<file path="src/rtl/perf_counter_bank.sv">
// Windowed performance-counter bank: aligns sample-valid with delayed hit results,
// keeps saturating event counters and hands out snapshots on a valid/ready port.
module perf_counter_bank #(
  parameter int MULTI_TEST = 4,
  parameter int PIPE_DEPTH = 3,
  parameter int CNT_W      = 32,
  parameter int WINDOW     = 1024,
  parameter int DROP_W     = 8
) (
  input  logic                  clk,
  input  logic                  rst,
  input  logic                  en,
  input  logic                  clear,
  input  logic [MULTI_TEST-1:0] validSamp_R16H,
  input  logic [MULTI_TEST-1:0] hit_valid_R18H,
  input  logic                  tri_new_R16H,
  input  logic                  stall_R16H,
  input  logic                  snap_req,
  input  logic                  report_ready,
  output logic                  report_valid,
  output logic [CNT_W-1:0]      report_samples,
  output logic [CNT_W-1:0]      report_hits,
  output logic [CNT_W-1:0]      report_tris,
  output logic [CNT_W-1:0]      report_cycles,
  output logic [CNT_W-1:0]      report_stalls,
  output logic [DROP_W-1:0]     report_dropped,
  output logic                  report_sat
);

  localparam int INC_W = $clog2(MULTI_TEST + 1);
  localparam int TMR_W = (WINDOW > 1) ? $clog2(WINDOW) : 1;
  localparam int NCNT  = 5;

  logic [MULTI_TEST-1:0] vs_d [PIPE_DEPTH];
  logic                  tn_d [PIPE_DEPTH];

  // Alignment pipe runs freely; only rst touches it.
  for (genvar gi = 0; gi < PIPE_DEPTH; gi++) begin : g_pipe
    always_ff @(posedge clk) begin
      if (rst) begin
        vs_d[gi] <= '0;
        tn_d[gi] <= 1'b0;
      end else if (gi == 0) begin
        vs_d[gi] <= validSamp_R16H;
        tn_d[gi] <= tri_new_R16H;
      end else begin
        vs_d[gi] <= vs_d[(gi > 0) ? gi - 1 : 0];
        tn_d[gi] <= tn_d[(gi > 0) ? gi - 1 : 0];
      end
    end
  end

  logic [INC_W-1:0] samp_cnt;
  logic [INC_W-1:0] hit_cnt;
  logic [INC_W-1:0] inc [NCNT];

  always_comb begin
    samp_cnt = '0;
    hit_cnt  = '0;
    for (int i = 0; i < MULTI_TEST; i++) begin
      samp_cnt = samp_cnt + INC_W'(vs_d[PIPE_DEPTH-1][i]);
      hit_cnt  = hit_cnt + INC_W'(vs_d[PIPE_DEPTH-1][i] & hit_valid_R18H[i]);
    end
  end

  always_comb begin
    for (int i = 0; i < NCNT; i++) begin
      inc[i] = '0;
    end
    if (en) begin
      inc[0] = samp_cnt;
      inc[1] = hit_cnt;
      inc[2] = INC_W'(tn_d[PIPE_DEPTH-1]);
      inc[3] = INC_W'(1);
      inc[4] = INC_W'(stall_R16H);
    end
  end

  logic [TMR_W-1:0]  timer_reg;
  logic              sat_reg;
  logic [DROP_W-1:0] drop_reg;
  logic              auto_snap;
  logic              snap_evt;
  logic              restart;
  logic              load;

  assign auto_snap = (WINDOW != 0) && en && (timer_reg == TMR_W'(WINDOW - 1));
  assign snap_evt  = auto_snap || snap_req;
  assign restart   = clear || snap_evt;
  assign load      = !clear && snap_evt && (!report_valid || report_ready);

  logic [CNT_W-1:0] cnt_sum [NCNT];
  logic [CNT_W-1:0] rpt_val [NCNT];
  logic [NCNT-1:0]  cnt_ovf;

  for (genvar gi = 0; gi < NCNT; gi++) begin : g_cnt
    logic [CNT_W:0]   wide_sum;
    logic [CNT_W-1:0] cnt_reg;
    logic [CNT_W-1:0] rpt_reg;

    // Carry out of the widened add is the saturation condition.
    assign wide_sum     = {1'b0, cnt_reg} + (CNT_W + 1)'(inc[gi]);
    assign cnt_ovf[gi]  = wide_sum[CNT_W];
    assign cnt_sum[gi]  = wide_sum[CNT_W] ? '1 : wide_sum[CNT_W-1:0];
    assign rpt_val[gi]  = rpt_reg;

    always_ff @(posedge clk) begin
      if (rst) begin
        cnt_reg <= '0;
        rpt_reg <= '0;
      end else begin
        cnt_reg <= restart ? '0 : cnt_sum[gi];
        if (load) begin
          rpt_reg <= cnt_sum[gi];
        end
      end
    end
  end

  assign report_samples = rpt_val[0];
  assign report_hits    = rpt_val[1];
  assign report_tris    = rpt_val[2];
  assign report_cycles  = rpt_val[3];
  assign report_stalls  = rpt_val[4];

  always_ff @(posedge clk) begin
    if (rst) begin
      timer_reg      <= '0;
      sat_reg        <= 1'b0;
      drop_reg       <= '0;
      report_valid   <= 1'b0;
      report_dropped <= '0;
      report_sat     <= 1'b0;
    end else begin
      if (report_valid && report_ready) begin
        report_valid <= 1'b0;
      end
      if (restart) begin
        timer_reg <= '0;
        sat_reg   <= 1'b0;
      end else begin
        if (en) begin
          timer_reg <= timer_reg + TMR_W'(1);
        end
        sat_reg <= sat_reg | (|cnt_ovf);
      end
      // A rejected snapshot still restarts the window so windows stay aligned.
      if (load) begin
        report_valid   <= 1'b1;
        report_dropped <= drop_reg;
        report_sat     <= sat_reg | (|cnt_ovf);
        drop_reg       <= '0;
      end else if (!clear && snap_evt && (drop_reg != '1)) begin
        drop_reg <= drop_reg + DROP_W'(1);
      end
    end
  end

endmodule

</file>
<file path="config.mk">
export PLATFORM = sky130hd
export DESIGN_NAME = perf_counter_bank
export DESIGN_NICKNAME = d
export VERILOG_FILES = /design/src/rtl/perf_counter_bank.sv
export SDC_FILE = /design/constraint.sdc
export NUM_CORES = 1
export LEC_CHECK = 0
export CAP_MARGIN = 25
export CORE_MARGIN = 3
export CORE_UTILIZATION = 45
export CTS_CLUSTER_DIAMETER = 200
export DETAILED_ROUTE_END_ITERATION = 8
export GPL_TIMING_DRIVEN = 0
export PLACE_DENSITY = 0.66
export SLEW_MARGIN = 5
export SYNTH_ARGS = -nofsm -noshare
export SYNTH_HDL_FRONTEND = slang
export SYNTH_SLANG_ARGS = --single-unit
</file>
<file path="constraint.sdc">
create_clock -name clk -period 3.9 [get_ports clk]
set_input_delay 0.39 -clock clk [delete_from_list [all_inputs] [get_ports clk]]
set_output_delay 0.39 -clock clk [all_outputs]
set_load 0.02 [all_outputs]
</file>
==> impl_metrics.prom <==
# TYPE chip_impl_metric gauge
chip_impl_info{name="run_status",value="completed"} 1
chip_impl_metric{name="gpl.final_weighted_congestion",unit=""} 0.8861
chip_impl_info{name="start_kind",value="input port"} 1
chip_impl_info{name="critical_path.most_common_cell",value="ha_1"} 1
chip_impl_metric{name="cts-buffers-inserted",unit=""} 39
chip_impl_metric{name="final_nets",unit=""} 2017
chip_impl_metric{name="synth_fp_nets",unit=""} 1786
chip_impl_info{name="tritoncts",value="done"} 1
chip_impl_metric{name="core_area",unit="µm²"} 33620
chip_impl_metric{name="grt_antenna_before_repair",unit=""} 1
chip_impl_metric{name="arrival_time_of_the_worst_setup_path",unit="ns"} 4.12
chip_impl_metric{name="power.density",unit="nW/µm²"} 437.2
chip_impl_metric{name="synth-seq-cells",unit=""} 364
chip_impl_metric{name="quantity_of_hold_fixing_buffers_added_after_cts",unit=""} 0
chip_impl_metric{name="clk-insertion-delay-late",unit="ns"} 0.54
chip_impl_metric{name="largest_register_ffs",unit=""} 160
chip_impl_metric{name="ys_seq_area_frac",unit=""} 0.4733
chip_impl_metric{name="max-clock-path-buffers",unit=""} 3
chip_impl_metric{name="final_skew",unit="ns"} 0.02724
chip_impl_metric{name="start_util",unit=""} 0.4580
chip_impl_metric{name="pwr-share-seq",unit=""} 0.459
chip_impl_metric{name="synth_edf_count",unit=""} 0
chip_impl_metric{name="grt_pass1_vias",unit=""} 12890
chip_impl_info{name="netlist.top_cell.by_area",value="dfxtp_1"} 1
chip_impl_metric{name="async_reset_ff_frac",unit=""} 0
chip_impl_metric{name="hold_ws",unit="ns"} 0.4074
chip_impl_metric{name="synth-simple-area-share",unit=""} 0.2524
chip_impl_metric{name="placedCellCount",unit=""} 2383
chip_impl_metric{name="grt_max_degree",unit=""} 15
chip_impl_metric{name="max_freq",unit="MHz"} 270.6
chip_impl_metric{name="die_area",unit="µm²"} 36470
chip_impl_metric{name="route.detailed.wl_per_inst",unit="µm"} 17.96
chip_impl_metric{name="clock_power_share",unit=""} 0.470
chip_impl_info{name="worstSetupEndpointType",value="register"} 1
chip_impl_metric{name="rows",unit=""} 67
chip_impl_info{name="worst_setup_path_class",value="in -> reg"} 1
chip_impl_metric{name="power.leakage",unit="nW"} 6.382
chip_impl_metric{name="synth_largest_type_area_fraction",unit=""} 0.4733
chip_impl_info{name="main_combinational_cell_family_by_area_after_synthesis",value="simple AND/OR/NAND/NOR gates"} 1
chip_impl_metric{name="path_max_fanout",unit=""} 10
chip_impl_metric{name="final_hold_viols",unit=""} 0
chip_impl_metric{name="power.ir.vdd_worst",unit="mV"} 0.2819
chip_impl_metric{name="routed_wl",unit="µm"} 44090
chip_impl_metric{name="worst_setup_hold_path_clk_slew",unit="ns"} 0.06
chip_impl_info{name="mostFrequentLayoutCell",value="dfxtp_1"} 1
chip_impl_metric{name="synth.mux.area_fraction",unit=""} 0.01300
chip_impl_metric{name="area_growth_syn_to_layout",unit="%"} 25.19
chip_impl_metric{name="layout.filler_cells",unit=""} 3046
chip_impl_info{name="ys_dominant_reg_cell",value="dfxtp_1"} 1
chip_impl_metric{name="power_switching",unit="mW"} 1.940
chip_impl_metric{name="synth.yosys.warnings",unit=""} 0
chip_impl_metric{name="total_power",unit="mW"} 8.426
chip_impl_metric{name="synthXorXnorAreaFrac",unit=""} 0.06543
chip_impl_metric{name="avgSynthCellArea",unit="µm²"} 8.807
chip_impl_metric{name="layout-drive-gt1-share",unit=""} 0.06079
chip_impl_metric{name="number_of_remaining_drc_errors",unit=""} 0
chip_impl_metric{name="first_pass_iters",unit=""} 5
chip_impl_metric{name="die_x",unit="µm"} 191.0
chip_impl_metric{name="synth-adder-area-share",unit=""} 0.01983
chip_impl_metric{name="netlist_area",unit="µm²"} 15390
chip_impl_metric{name="netSwitchingFraction",unit=""} 0.2303
chip_impl_metric{name="synth-compound-area-share",unit=""} 0.1379
chip_impl_metric{name="synth_cell_type_count",unit=""} 62
chip_impl_metric{name="worstMarginPinSlew",unit="ns"} 0.9656
chip_impl_metric{name="vias_per_cell",unit=""} 5.551
chip_impl_metric{name="post-route-worst-setup-slack",unit="ns"} 0.2047
chip_impl_metric{name="hpwlAfterDp",unit="µm"} 32630
chip_impl_info{name="rsz0062_at_grt",value="false"} 1
chip_impl_info{name="ctsRootBufferMaster",value="clkbuf_16"} 1
chip_impl_metric{name="critPathMaxStageDelay",unit="ns"} 0.68
chip_impl_metric{name="combPwrFrac",unit=""} 0.071
chip_impl_metric{name="floorplan.io_pins",unit=""} 186
chip_impl_info{name="synth.area.top_cells",value="dfxtp_1 47%, nor2_1 8.0%, a211oi_1 4.9%"} 1
chip_impl_metric{name="final_period_util",unit=""} 0.9475
chip_impl_metric{name="fin_tns_setup",unit="ns"} 0
chip_impl_metric{name="dr.first_iter.drc_count",unit=""} 816
chip_impl_metric{name="vias",unit=""} 13630
chip_impl_metric{name="grt_first_pass_wirelength",unit="µm"} 69310
chip_impl_metric{name="chip_height",unit="µm"} 191.0
chip_impl_metric{name="cts_max_level",unit=""} 2
chip_impl_metric{name="post-route-min-period",unit="ns"} 3.695
chip_impl_metric{name="grt_overflow",unit=""} 0
chip_impl_info{name="crit_slowest_cell",value="clkdlybuf4s50_1"} 1
chip_impl_metric{name="globalRouteTotalUtil",unit=""} 0.2378
chip_impl_metric{name="antenna-diode-count",unit=""} 0
chip_impl_metric{name="drv_slew",unit=""} 0
chip_impl_info{name="hp-class",value="in -> reg"} 1
chip_impl_info{name="layout.cells.most_common_list",value="364 x dfxtp_1, 330 x nor2_1, 185 x clkdlybuf4s50_1, 100 x a211oi_1, 84 x xnor2_1"} 1
chip_impl_metric{name="timing.max_slew.rel_slack",unit=""} 0.3563
chip_impl_info{name="timing.critical_path.cells",value="clkdlybuf4s50_1 -> clkbuf_2 -> and2_1 -> ha_1 -> ha_1 -> nand4_1 -> or3_1 -> nor3_1 -> buf_4 -> buf_2 -> nor2_1 -> a211oi_1"} 1
chip_impl_metric{name="non_filler_cells_final",unit=""} 2455
chip_impl_metric{name="critical_path_required",unit="ns"} 4.32
chip_impl_metric{name="p_int",unit="mW"} 6.486
chip_impl_metric{name="max_cap_violations",unit=""} 0
chip_impl_metric{name="setup_viol_count_final",unit=""} 0
chip_impl_metric{name="numPortBuffers",unit=""} 185
chip_impl_metric{name="postRouteAntennaNets",unit=""} 0
chip_impl_metric{name="dp_worst_setup_slack",unit="ns"} -1.015
chip_impl_metric{name="clock-sinks",unit=""} 364
chip_impl_metric{name="synthesis.instances",unit=""} 1748
[worst paths after layout]
path | slack (ns) | from | to | cells after the start
worst max-delay path | 0.20 | en | report_tris[5] | 12
worst min-delay path | 0.41 | validSamp_R16H[3] | vs_d[0][3] | 2
worst max register to register | 0.23 | vs_d[2][0] | report_hits[22] | 13
worst min register to register | 0.44 | vs_d[1][0] | vs_d[2][0] | 1
[critical path: cells and delay by family]
family,cells,cell delay [ns]
buffers and inverters,4,1.62
AO/OA/AOI/OAI,1,0.25
AND/OR/NAND/NOR,5,1.45
adder cells (fa/ha/maj),2,0.41
[cells by family (layout without fill, tap and decap cells)]
kind of cell	count (synthesis)	in the layout
adder cells (fa/ha/maj)	22	22
XOR/XNOR	115	115
AND/OR/NAND/NOR	774	774
flip-flops	364	364
AO/OA/AOI/OAI	312	312
multiplexers	20	20
buffers and inverters	141	400
[per-stage QoR]
step / area [µm²] / utilization
after floorplan: 15390 / -
after global routing: 19270 / 0.5733
final: 19270 / 0.5733
after detailed placement: 17830 / 0.5303
after CTS: 19250 / 0.5726
after global placement: 17810 / 0.5297
[cell type report]
class	count	area, µm²	share of cell area
Inverter	29	108.9	0.005648
Tap cell	448	560.5	0.02909
Sequential cell	364	7287	0.3781
Clock inverter	24	352.8	0.01831
Multi-Input combinational cell	1243	7564	0.3925
Clock buffer	45	1028	0.05337
Timing Repair Buffer	190	1891	0.09810
Buffer	112	480.5	0.02493
[power by group through the flow]
stage	sequential [mW]	clock, mW	combinational [mW]
after global placement	3.95	0	0.598
after CTS	3.87	4.03	0.607
after floorplan	4.04	0	0.216
final	3.87	3.96	0.601
after detailed placement	3.95	0	0.604
after global routing	3.87	4.17	0.650
[what timing repair did]
action | CTS | global route
pin swaps | 2 | 1
setup buffers | 2 | 0
endpoints found under the setup margin | 112 | 50
hold endpoints to repair | 0 | 0
gates resized for setup | 5 | 8
[synth_stat cells, types with 5 or more instances]
library cell	n
a31oi_1	7
clkbuf_1	81
or3_1	6
a21oi_1	82
nor4_2	6
dfxtp_1	364
inv_1	29
and2_1	23
nand4_1	48
nand2b_1	7
nor4_1	33
nand3_1	64
nor2b_1	20
nand2_1	82
nand3b_1	25
mux2i_1	20
o21ai_0	37
and4_1	25
ha_1	18
nor3_1	50
a211oi_1	100
o2111ai_1	6
a311oi_1	34
buf_2	21
o211ai_1	6
nor2_1	330
and3_1	25
o31ai_1	6
xnor2_1	84
buf_1	6
or4_1	10
xor2_1	31
o21bai_1	5
[routing by layer]
| metal | up-vias | part of all wire | global-route usage |
|---|---|---|---|
| li1 | 6708 | - | - |
| met1 | 6467 | 0.45 | 0.3174 |
| met2 | 366 | 0.46 | 0.3920 |
| met3 | 84 | 0.056 | 0.03924 |
| met4 | 2 | 0.034 | 0.08100 |
| met5 | - | 0.00045 | 0 |
(Power assumes the default switching activity.)
